**config.mk**
```make
export PLATFORM = sky130hd
export DESIGN_NAME = karatsuba_split_sched_26bit
export DESIGN_NICKNAME = d
export VERILOG_FILES = /design/src/rtl/karatsuba_split_sched_26bit.sv
export SDC_FILE = /design/constraint.sdc
export NUM_CORES = 1
export LEC_CHECK = 0
export ABC_CLOCK_PERIOD_IN_PS = 1700
export CAP_MARGIN = 20
export CORE_UTILIZATION = 40
export CTS_CLUSTER_DIAMETER = 50
export CTS_CLUSTER_SIZE = 16
export DETAILED_ROUTE_END_ITERATION = 10
export GPL_TIMING_DRIVEN = 0
export PLACE_DENSITY = 0.66
export SETUP_SLACK_MARGIN = 0.4
export SLEW_MARGIN = 20
export SYNTH_ARGS = -nofsm -noshare
export SYNTH_HDL_FRONTEND = slang
export SYNTH_SLANG_ARGS = --single-unit
```
**constraint.sdc**
```tcl
create_clock -name clk -period 1.7 [get_ports clk]
set_input_delay 0.255 -clock clk [delete_from_list [all_inputs] [get_ports clk]]
set_output_delay 0.255 -clock clk [all_outputs]
set_load 0.05 [all_outputs]
```
**src/rtl/karatsuba_split_sched_26bit.sv**
```systemverilog
// One Karatsuba level of carry-less (GF(2)) multiplication. The three half-size
// products go one at a time to a shared sub-multiplier, then are folded into the result.
module karatsuba_split_sched_26bit #(
   parameter  int N = 26,
   localparam int M = N / 2
) (
   input  logic             clk,
   input  logic             rst_n,
   input  logic             in_valid,
   output logic             in_ready,
   input  logic [N-1:0]     in_a,
   input  logic [N-1:0]     in_b,
   output logic             sub_req_valid,
   input  logic             sub_req_ready,
   output logic [M-1:0]     sub_a,
   output logic [M-1:0]     sub_b,
   input  logic             sub_rsp_valid,
   input  logic [2*M-2:0]   sub_rsp_data,
   output logic             out_valid,
   input  logic             out_ready,
   output logic [2*N-2:0]   out_p,
   output logic             err
);

   // state   | meaning
   // IDLE    | waiting for an operand pair, in_ready high
   // ISSUE   | request for product idx presented on sub_a/sub_b
   // WAIT    | request accepted, waiting for its response pulse
   // COMBINE | fold P0/P1/P2 into out_p
   // DONE    | out_p valid until the consumer takes it
   typedef enum logic [2:0] {
      S_IDLE,
      S_ISSUE,
      S_WAIT,
      S_COMBINE,
      S_DONE
   } state_t;

   localparam int PW = 2 * M - 1;
   localparam int OW = 2 * N - 1;

   state_t          state;
   logic [1:0]      idx;
   logic [M-1:0]    a_l, a_h, b_l, b_h;
   logic [PW-1:0]   p0, p1, p2;

   logic [1:0]      idx_nxt;
   logic [M-1:0]    nxt_sub_a, nxt_sub_b;
   logic [PW-1:0]   mc;
   logic [OW-1:0]   prod;

   // Only indices 1 (high) and 2 (mid) are ever issued from WAIT.
   always_comb begin
      idx_nxt   = idx + 2'd1;
      nxt_sub_a = a_l ^ a_h;
      nxt_sub_b = b_l ^ b_h;
      if (idx_nxt == 2'd1) begin
         nxt_sub_a = a_h;
         nxt_sub_b = b_h;
      end
   end

   // The mid product contains P0 and P1 as well; removing them leaves the cross term.
   always_comb begin
      mc   = p2 ^ p0 ^ p1;
      prod = OW'(p0) ^ (OW'(mc) << M) ^ (OW'(p1) << N);
   end

   always_ff @(posedge clk or negedge rst_n) begin
      if (!rst_n) begin
         state         <= S_IDLE;
         idx           <= 2'd0;
         in_ready      <= 1'b1;
         sub_req_valid <= 1'b0;
         sub_a         <= '0;
         sub_b         <= '0;
         out_valid     <= 1'b0;
         out_p         <= '0;
         err           <= 1'b0;
         a_l           <= '0;
         a_h           <= '0;
         b_l           <= '0;
         b_h           <= '0;
         p0            <= '0;
         p1            <= '0;
         p2            <= '0;
      end else begin
         err <= sub_rsp_valid && (state != S_WAIT);
         case (state)
            S_IDLE: begin
               if (in_valid) begin
                  a_l           <= in_a[M-1:0];
                  a_h           <= in_a[N-1:M];
                  b_l           <= in_b[M-1:0];
                  b_h           <= in_b[N-1:M];
                  sub_a         <= in_a[M-1:0];
                  sub_b         <= in_b[M-1:0];
                  idx           <= 2'd0;
                  sub_req_valid <= 1'b1;
                  in_ready      <= 1'b0;
                  state         <= S_ISSUE;
               end
            end
            S_ISSUE: begin
               if (sub_req_ready) begin
                  sub_req_valid <= 1'b0;
                  state         <= S_WAIT;
               end
            end
            S_WAIT: begin
               if (sub_rsp_valid) begin
                  case (idx)
                     2'd0:    p0 <= sub_rsp_data;
                     2'd1:    p1 <= sub_rsp_data;
                     default: p2 <= sub_rsp_data;
                  endcase
                  if (idx == 2'd2) begin
                     state <= S_COMBINE;
                  end else begin
                     idx           <= idx_nxt;
                     sub_a         <= nxt_sub_a;
                     sub_b         <= nxt_sub_b;
                     sub_req_valid <= 1'b1;
                     state         <= S_ISSUE;
                  end
               end
            end
            S_COMBINE: begin
               out_p     <= prod;
               out_valid <= 1'b1;
               state     <= S_DONE;
            end
            S_DONE: begin
               if (out_ready) begin
                  out_valid <= 1'b0;
                  in_ready  <= 1'b1;
                  state     <= S_IDLE;
               end
            end
            default: begin
               sub_req_valid <= 1'b0;
               out_valid     <= 1'b0;
               in_ready      <= 1'b1;
               state         <= S_IDLE;
            end
         endcase
      end
   end

endmodule
```
**After elaboration in Yosys (flattened, before gate mapping)**

Index checks and enable logic that the tools add are counted.

- Bitwise gates (word level): 10
- Shift operators: 0
- Eq/ne operators: 13
- Reductions and logical operators: 17
- Divide/modulo/power cells: 0
- Add/sub/neg operators: 1
- Mux-type cells: 30
- Multipliers: 0
- Magnitude comparators: 0

Operators by type and width:

| cell | count |
|---|---|
| $mux 13 | 8 |
| $pmux 13 s2 | 2 |
| $xor 38x51->51 | 1 |
| $xor 25x25->25 | 2 |
| $xor 25x38->38 | 1 |
| $xor 13x13->13 | 2 |
| $pmux 3 s5 | 1 |
| $mux 3 | 4 |
| $reduce_and 3->1 | 4 |
| $ne 2x2->1 const B | 5 |
| $mux 2 | 4 |
| $reduce_and 4->1 | 2 |
| $mux 1 | 7 |
| $eq 3x2->1 const B | 2 |
| $pmux 1 s3 | 2 |
| $reduce_or 3->1 | 2 |
| $reduce_and 5->1 | 1 |
| $eq 2x1->1 const B | 2 |
| $not 1->1 | 4 |
| $pmux 1 s4 | 1 |
| $pmux 2 s2 | 1 |
| $reduce_and 2->1 | 2 |
| $reduce_or 2->1 | 2 |
| $eq 3x1->1 const B | 1 |
| other kinds (8) | 8 |

- Bits in writable memories: 0
- Register bits after elaboration: 213
- Memories kept: 0
- Output and inout port bits: 81
- Bits in latches: 0
- Bits in read-only memories: 0
- Logic and storage cells: 87

**Depth between registers and ports, before layout**

Gate-level depths: netlist (run 1).

- Depth in word-level cells: 6
- Depth in mapped cells: 8
- Depth with buffers taken out: 6

**Least setup slack after synthesis (run 1)**

No wires, ideal clock.

- Path kind: register to register
- From: register state[0]
- To: register a_h[0]
- Period minus slack after synthesis: 1.750 ns
- Setup slack: -0.050 ns
- Data required time: 1.575 ns
- Data arrival time: 1.625 ns
- Cell stages (with the launch flop): 5
- Path through: dfrtp_1 > buf_2 > nor4_2 > buf_2 > mux2_2

- Cells in the longest elaborated chain, start to end: 2

RTL lines:

| item | line | RTL |
|---|---|---|
| start: declaration | 42 | `state_t state;` |
| start signal: assignment | 71 | `state <= S_IDLE;` |
| start signal: assignment | 101 | `state <= S_ISSUE;` |
| start signal: assignment | 107 | `state <= S_WAIT;` |
| $logic_not 3->1 | 89 | `case (state)` |
| $reduce_and 2->1 (no line) | -- |  |
| end signal: assignment | 93 | `a_h <= in_a[N-1:M];` |
| end: declaration | 44 | `logic [M-1:0] a_l, a_h, b_l, b_h;` |

No other way between the ends.
A chain may end at the register's enable or synchronous reset.

**Final worst setup path (run 1)**

- From: register state[0]
- To: register p2[23]

- Cells in the longest elaborated chain, start to end: 2

RTL lines:

| item | line | RTL |
|---|---|---|
| $eq 3x2->1 | 89 |  |
| $reduce_and 3->1 (no line) | -- |  |
| end signal: assignment | 115 | `default: p2 <= sub_rsp_data;` |
| end: declaration | 45 | `logic [PW-1:0] p0, p1, p2;` |

No other way between the ends.

==> parameters.txt, run 1 <==
Parameter                              Value

Run status
  Status ... finished with violations
  Failing checks ... negative setup slack

Synth
  Most frequently used flop master after synthesis ... dfrtp_1
  Synth Area per Inst ... 13.29 um2
  Cell type contributing the most total cell area after synthesis ... dfrtp_1
  Share of async-settable or async-resettable flops after synthesis ... 100.0%
  Register bit total from synthesis ... 213
  Yosys warnings ... 0
  Portion of synthesized cell area occupied by the leading cell type ... 58.09%
  Area of the mapped netlist ... 0.009133 mm2
  Most frequently used cell type in the post-synthesis netlist ... dfrtp_1
  Synthesized net count ... 773
  Count of different cell masters after synthesis ... 30
  Most common library cells after synthesis ... dfrtp_1 (212), mux2_2 (87), xnor2_1 (87)
  Fraction of the yosys area taken by sequential cells ... 58.38%
  Post-synth EDFFs ... 0
  Biggest area contributors in the synthesized netlist ... dfrtp_1 (58%), mux2_2 (11%), xnor2_1 (8.3%), mux2_1 (8.1%), mux2i_1 (2.8%)
  Gate count after technology mapping ... 687

Power
  Combinational power share ... 54.5%
  Switching component of the power ... 12,030 uW
  Power share of the clock group ... 17.0%
  Total leakage power ... 0.007002 uW
  P_int ... 20,090 uW
  Sequential group share of total power ... 28.5%
  Sw Ratio ... 37.46%
  Final Total Pwr ... 32,120 uW
  Power per cell area ... 2169 mW/mm2
  Maximum vdd ir drop ... 0.001002 V

Global route
  GRT Overall Usage ... 20.58%
  Residual overflow from global routing ... 0
  Initial antenna violation count ... 0
  Number of global-route vias before repair ... 6,582
  Pin count of the biggest net entering global routing ... 95
  Wire length of the first global-routing pass ... 37.74 mm

Floorplanning
  Die Wd ... 153.1 um
  Effective utilization at floorplan ... 41.34%
  Full die area ... 0.02344 mm2
  Total I/O pin count ... 164
  Height of the die ... 153.1 um
  Core box area ... 0.02209 mm2
  Row count ... 54

Clock tree
  Buffer depth of the longest clock path ... 3
  Total CTS buffers ... 25
  Htree depth ... 1
  Buffer type at the clock tree root ... clkbuf_16
  Clock tree from TritonCTS ... built
  Clock transition at the registers of the reported paths ... 0.07 ns
  Number of clock sinks ... 213
  Clock insertion delay at the later pin of the skew report ... 0.51 ns

Timing
  Share of the clock period used by the worst path after layout ... 103.4%
  RSZ-0062 raised after global routing ... true
  Final setup skew ... 0.01664 ns
  Final critical delay including setup and external delays ... 1.758 ns
  Transition at the pin with the smallest max-transition slack ... 0.5758 ns
  Min Hold Slack ... 0.2391 ns
  Slew HR ... 61.61%
  Max Freq ... 0.5687 GHz
  Final WS setup ... -0.05833 ns
  Final Slew Violations ... 0
  Final setup viols ... 84
  Hold Fails Final Rpt ... 0

Setup path
  Max stage delay on crit path ... 0.39 ns
  Worst reg-to-reg setup slack ... -0.06 ns
  Kind of end point of the critical path ... flop
  Worst setup path class ... reg2reg
  List of cells traversed by the critical path ... buf_6 > nor3b_4 > buf_6 > nand3_4 > buf_6 > buf_16 > mux2_4
  Required @ worst endpoint ... 2.09 ns
  Critical path peak fanout ... 5
  CP arrival ... 2.15 ns
  Sum of buffers and inverters on the critical path ... 4
  CP Launch Type ... flop
  Library cell contributing the largest single delay on the critical path ... dfrtp_1
  Top delay family on crit path ... buffers and inverters
  Most frequent cell on the critical path ... buf_6

Placed design
  Routability cong. ... 0.7402
  Cell Count Post-Placement ... 1,131
  IO buf count ... 162
  Placed cell areas ... 0.01142 mm2
  Place WS ... -0.6458 ns
  HPWL after DPL ... 13.95 mm

Final layout
  FF+latch area ... 0.005333 mm2
  Area growth syn-to-layout ... 62.15%
  Number of nets in the finished design ... 1,078
  Share of cells above drive strength 1 ... 48.27%
  Layout fillers ... 1,575
  Post-route cell area ... 0.01481 mm2
  Footprint of the multi-input gates ... 0.004481 mm2
  Cell Count, Final, Fillers Out ... 1,289
  Number of diodes ... 0

Job
  Count of max-cap constraint violations ... 0

Routing
  First DRT Iteration DRCs ... 220
  Number of vias in the routed layout ... 6,370
  Average via count per standard cell ... 4.942
  Number of antenna-violating nets in the routed design ... 0
  Count of TritonRoute iterations in the first routing pass ... 5
  Post-Route WL ... 24.59 mm
  Final routed wire length divided by cell count ... 19.08 um
  DRC violations left ... 0

Worst hold path
  Worst min-delay path class ... in2async
## flip-flops by register name, indices dropped and copies added, names as in the netlist, 2 cells and up
| register | cells |
|---|---|
| out_p | 51 |
| p0 | 25 |
| p1 | 25 |
| p2 | 25 |
| a_h | 13 |
| a_l | 13 |
| b_h | 13 |
| b_l | 13 |
| sub_a | 13 |
| sub_b | 13 |
| state | 3 |
| idx | 2 |
## area by class of cell
cell class                      instances  area share (%)
Clock inverter                         18           1.377
Clock buffer                           26           4.318
Buffer                                 35           4.073
Tap cell                              280           2.366
Inverter                                3         0.07605
Sequential cell                       213           36.01
Timing Repair Buffer                  278           21.52
Multi-Input combinational cell        436           30.26
## kinds of logic after synthesis
family / Yosys count / share of synthesized area, %
multiplexers: 179 / 21.72
adder cells (fa/ha/maj): 3 / 0.4111
buffers and inverters: 38 / 1.849
AO/OA/AOI/OAI: 61 / 3.453
AND/OR/NAND/NOR: 105 / 5.754
XOR/XNOR: 88 / 8.440
flip-flops: 213 / 58.38
## per-stage QoR
stage | util [%] | setup TNS [ns]
after floorplan | - | 0
after global placement | 51.42 | -1933.04
after detailed placement | 51.69 | -47.66
after CTS | 64.01 | -1.733
after global routing | 67.02 | -8.239
final | 67.02 | -2.117
## layout by cell type, fill, tap and decap left out, types with 2 or more instances in the layout
cell type and count:
dfrtp_1 211, mux2_4 147, buf_6 98, xnor2_1 87, clkdlybuf4s50_1 80, buf_4 67, clkbuf_16 39, o21ai_1 34
nand2_1 30, nand2b_1 27, mux2i_1 26, buf_12 24, nand2_4 19, o21ai_2 17, buf_16 12, buf_8 10
nand2_2 9, clkinv_2 8, mux2_2 6, nor2_1 6, a21oi_1 5, nand3_4 3, clkbuf_2 3, clkinv_4 3
bufinv_16 3, inv_2 2, nor2b_1 2, nand3b_1 2, buf_2 2, o21ai_0 2, inv_8 2
## power by group through the flow
stage / logic [uW] / registers, uW / clock network (uW)
3_3_place_gp: 12300 / 8880 / 0
6_report: 17500 / 9150 / 5460
2_1_floorplan: 6160 / 11600 / 0
4_1_cts: 16100 / 9090 / 5570
3_5_place_dp: 12500 / 8910 / 0
5_1_grt: 18500 / 9400 / 5790
## per-layer routing
metal	share of wire [%]	vias up	wire length (um)	GRT usage, %
li1	-	2969	-	-
met1	43	3208	10460	27.04
met2	49	170	12100	34.31
met3	7.4	23	1810	5.841
met4	0.87	0	214	3.319
met5	0	-	0	0
## path summary, 6_finish.rpt
kind,from,end,cells past startpoint
worst max-delay path,state[0],p2[23],7
worst max register to register,state[0],p2[23],7
max in group asynchronous,rst_n,in_ready,3
worst min register to register,sub_a[6],sub_a[6],2
worst min-delay path,rst_n,out_p[8],2
min in group clk,sub_rsp_valid,err,2
## timing repair
action	in CTS	in global routing
resized for setup	798	73
gates cloned	16	4
pin swaps	30	14
hold buffers	1	0
setup buffers	56	37
endpoints found under the hold margin	46	0
endpoints found under the setup margin	290	292
(Power assumes the default switching activity.)
==> run 2: changes to the inputs <==
--- a/config.mk
+++ b/config.mk
@@ -5,14 +5,14 @@
 export SDC_FILE = /design/constraint.sdc
 export NUM_CORES = 1
 export LEC_CHECK = 0
-export ABC_CLOCK_PERIOD_IN_PS = 1700
+export ABC_CLOCK_PERIOD_IN_PS = 2200
 export CAP_MARGIN = 20
+export CORE_ASPECT_RATIO = 0.8
 export CORE_UTILIZATION = 40
 export CTS_CLUSTER_DIAMETER = 50
 export CTS_CLUSTER_SIZE = 16
 export DETAILED_ROUTE_END_ITERATION = 10
 export GPL_TIMING_DRIVEN = 0
-export PLACE_DENSITY = 0.66
 export SETUP_SLACK_MARGIN = 0.4
 export SLEW_MARGIN = 20
 export SYNTH_ARGS = -nofsm -noshare
==> constraint.sdc (replaced) <==
create_clock -name clk -period 2.2 [get_ports clk]
set_input_delay 0.33 -clock clk [delete_from_list [all_inputs] [get_ports clk]]
set_output_delay 0.33 -clock clk [all_outputs]
set_load 0.05 [all_outputs]
==> parameters.txt, run 2 (synthesized netlist as in run 1, its figures left out) <==
Parameter                              Value

Run status
  Status ... finished clean

Floorplanning
  Height of the die ... 137.2 um (-10%)
  Full die area ... 0.02344 mm2 (about the same)
  Effective utilization at floorplan ... 40.70% (-0.64 points)
  Die Wd ... 170.9 um (+12%)
  Total I/O pin count ... 164 (unchanged)
  Core box area ... 0.02244 mm2 (+1.6%)
  Row count ... 49 (-9.3%)

Timing
  RSZ-0062 raised after global routing ... true
  Transition at the pin with the smallest max-transition slack ... 0.6498 ns (+0.07399 ns)
  Slew HR ... 56.68% (-4.9 points)
  Hold Fails Final Rpt ... 0 (unchanged)
  Min Hold Slack ... 0.3168 ns (+0.07776 ns)
  Share of the clock period used by the worst path after layout ... 80.35% (-23 points)
  Max Freq ... 0.5657 GHz (-0.53%)
  Final setup skew ... 0.01233 ns (-0.004314 ns)
  Final critical delay including setup and external delays ... 1.768 ns (+0.009405 ns)
  Final setup TNS ... 0 ns (+2.117 ns)
  Final Slew Violations ... 0 (unchanged)
  Final setup viols ... 0 (-100%)

Worst hold path
  Worst min-delay path class ... in2async

Final layout
  Layout fillers ... 1,893 (+20%)
  Flip-flop count of the largest register after layout ... 51 (unchanged)
  Number of diodes ... 0 (unchanged)
  Number of nets in the finished design ... 992 (-8.0%)
  Most common library cell in the layout ignoring fill and taps ... dfrtp_1
  Register with the most flip-flops ... out_p
  Area growth syn-to-layout ... 38.17%
  Post-route cell area ... 0.01262 mm2 (-15%)
  Commonest non-fill, non-tap cells in the layout ... dfrtp_1 (212), mux2_2 (87), xnor2_1 (87)
  Share of cells above drive strength 1 ... 24.40% (-24 points)
  Cell Count, Final, Fillers Out ... 1,228 (-4.7%)

Power
  Final Total Pwr ... 20,710 uW (-36%)
  Total leakage power ... 0.005686 uW (-19%)
  Maximum vdd ir drop ... 0.0007200 V (-28%)
  Power per cell area ... 1641 mW/mm2 (-24%)

Global route
  Pin count of the biggest net entering global routing ... 83 (-13%)
  Initial antenna violation count ... 0 (unchanged)
  Global routing usage on met3 ... 3.441% (-2.4 points)
  Met1 track utilization from global routing ... 29.21% (+2.2 points)
  Residual overflow from global routing ... 0 (unchanged)
  Number of global-route vias before repair ... 6,213 (-5.6%)
  Wire length of the first global-routing pass ... 35.59 mm (-5.7%)
  Met2 GRT Util ... 31.27% (-3.0 points)
  GRT Overall Usage ... 19.95% (-0.63 points)
  GR peak layer ... met2

Placed design
  Routability cong. ... 0.7952 (+7.4%)
  Cell Count Post-Placement ... 1,157 (+2.3%)
  IO buf count ... 162 (unchanged)
  HPWL after DPL ... 15.84 mm (+14%)
  Placed cell areas ... 0.01120 mm2 (-2.0%)

Routing
  Post-Route WL ... 23.27 mm (-5.4%)
  Number of antenna-violating nets in the routed design ... 0 (unchanged)
  Count of TritonRoute iterations in the first routing pass ... 4 (-1)
  DRC violations left ... 0 (unchanged)
  Final routed wire length divided by cell count ... 18.95 um (-0.68%)
  Number of vias in the routed layout ... 5,991 (-5.9%)
  Average via count per standard cell ... 4.879 (-1.3%)
  First DRT Iteration DRCs ... 347 (+58%)

Clock tree
  Buffer depth of the longest clock path ... 3 (unchanged)
  Total CTS buffers ... 23 (-8.0%)
  Number of clock sinks ... 213 (unchanged)
  Clock insertion delay at the later pin of the skew report ... 0.51 ns (about the same)
  Htree depth ... 1 (unchanged)
  Buffer type at the clock tree root ... clkbuf_16
  Clock tree from TritonCTS ... built
  Clock transition at the registers of the reported paths ... 0.07 ns (about the same)

Setup path
  Worst reg-to-reg setup slack ... 0.43 ns (+0.49 ns)
  CP arrival ... 2.21 ns (+0.06 ns)
  Required @ worst endpoint ... 2.64 ns (+0.55 ns)
  Kind of end point of the critical path ... flop
  Critical path peak fanout ... 10 (+5)
  Worst setup path class ... reg2reg
  CP Launch Type ... flop

Job
  Count of max-cap constraint violations ... 0 (unchanged)
-- run 2: routing by layer --
layer / vias up / share of wire, %
met5: - / 0
met4: 0 / 1.6
met3: 30 / 5.2
met2: 129 / 46
met1: 3040 / 47
li1: 2792 / -
-- run 2: worst paths after layout --
| kind | from | to | cells past startpoint |
|---|---|---|---|
| max | idx[0] | sub_b[0] | 7 |
| max in group asynchronous | rst_n | sub_a[3] | 4 |
| min reg2reg | out_p[33] | out_p[33] | 2 |
| min in group clk | sub_rsp_valid | err | 2 |
| min | rst_n | b_h[9] | 2 |
| max reg2reg | idx[0] | sub_b[0] | 7 |
-- run 2: cell type report --
| class | count | area (um2) | area share [%] |
|---|---|---|---|
| Sequential cell | 213 | 5331 | 42.25 |
| Multi-Input combinational cell | 436 | 3759 | 29.79 |
| Timing Repair Buffer | 194 | 1954 | 15.49 |
| Clock buffer | 26 | 596.8 | 4.730 |
| Buffer | 35 | 390.4 | 3.094 |
| Tap cell | 306 | 382.9 | 3.034 |
| Clock inverter | 15 | 192.7 | 1.527 |
| Inverter | 3 | 11.26 | 0.08924 |
-- run 2: critical path: stages, from the launching register on --
cell      delay (ns)
dfrtp_1         0.36
inv_2           0.06
ha_2            0.18
nand3b_1        0.20
a211o_4         0.41
buf_12          0.17
clkbuf_8        0.17
o21ai_1         0.15
-- run 2: power by group --
group / internal (uW) / switching, uW
Sequential: 5700 / 1110
Combinational: 4320 / 5530
Clock: 2360 / 1690
-- run 2: timing repair --
item / in CTS / in global routing
buffers inserted: 11 / 12
pin swaps: 2 / 4
hold buffers: 1 / 0
resized for setup: 148 / 63
gates cloned: 1 / 5
endpoints found under the hold margin: 51 / 0
setup endpoints to repair: 284 / 136
-- run 2: stage by stage --
step / setup WS (ns) / utilization [%]
6_report: 0.4323 / 56.23
5_1_grt: 0.3509 / 56.23
4_1_cts: 0.3919 / 54.52
3_5_place_dp: -0.4128 / 49.90
3_3_place_gp: -8.030 / 49.63
2_1_floorplan: 0.4500 / -
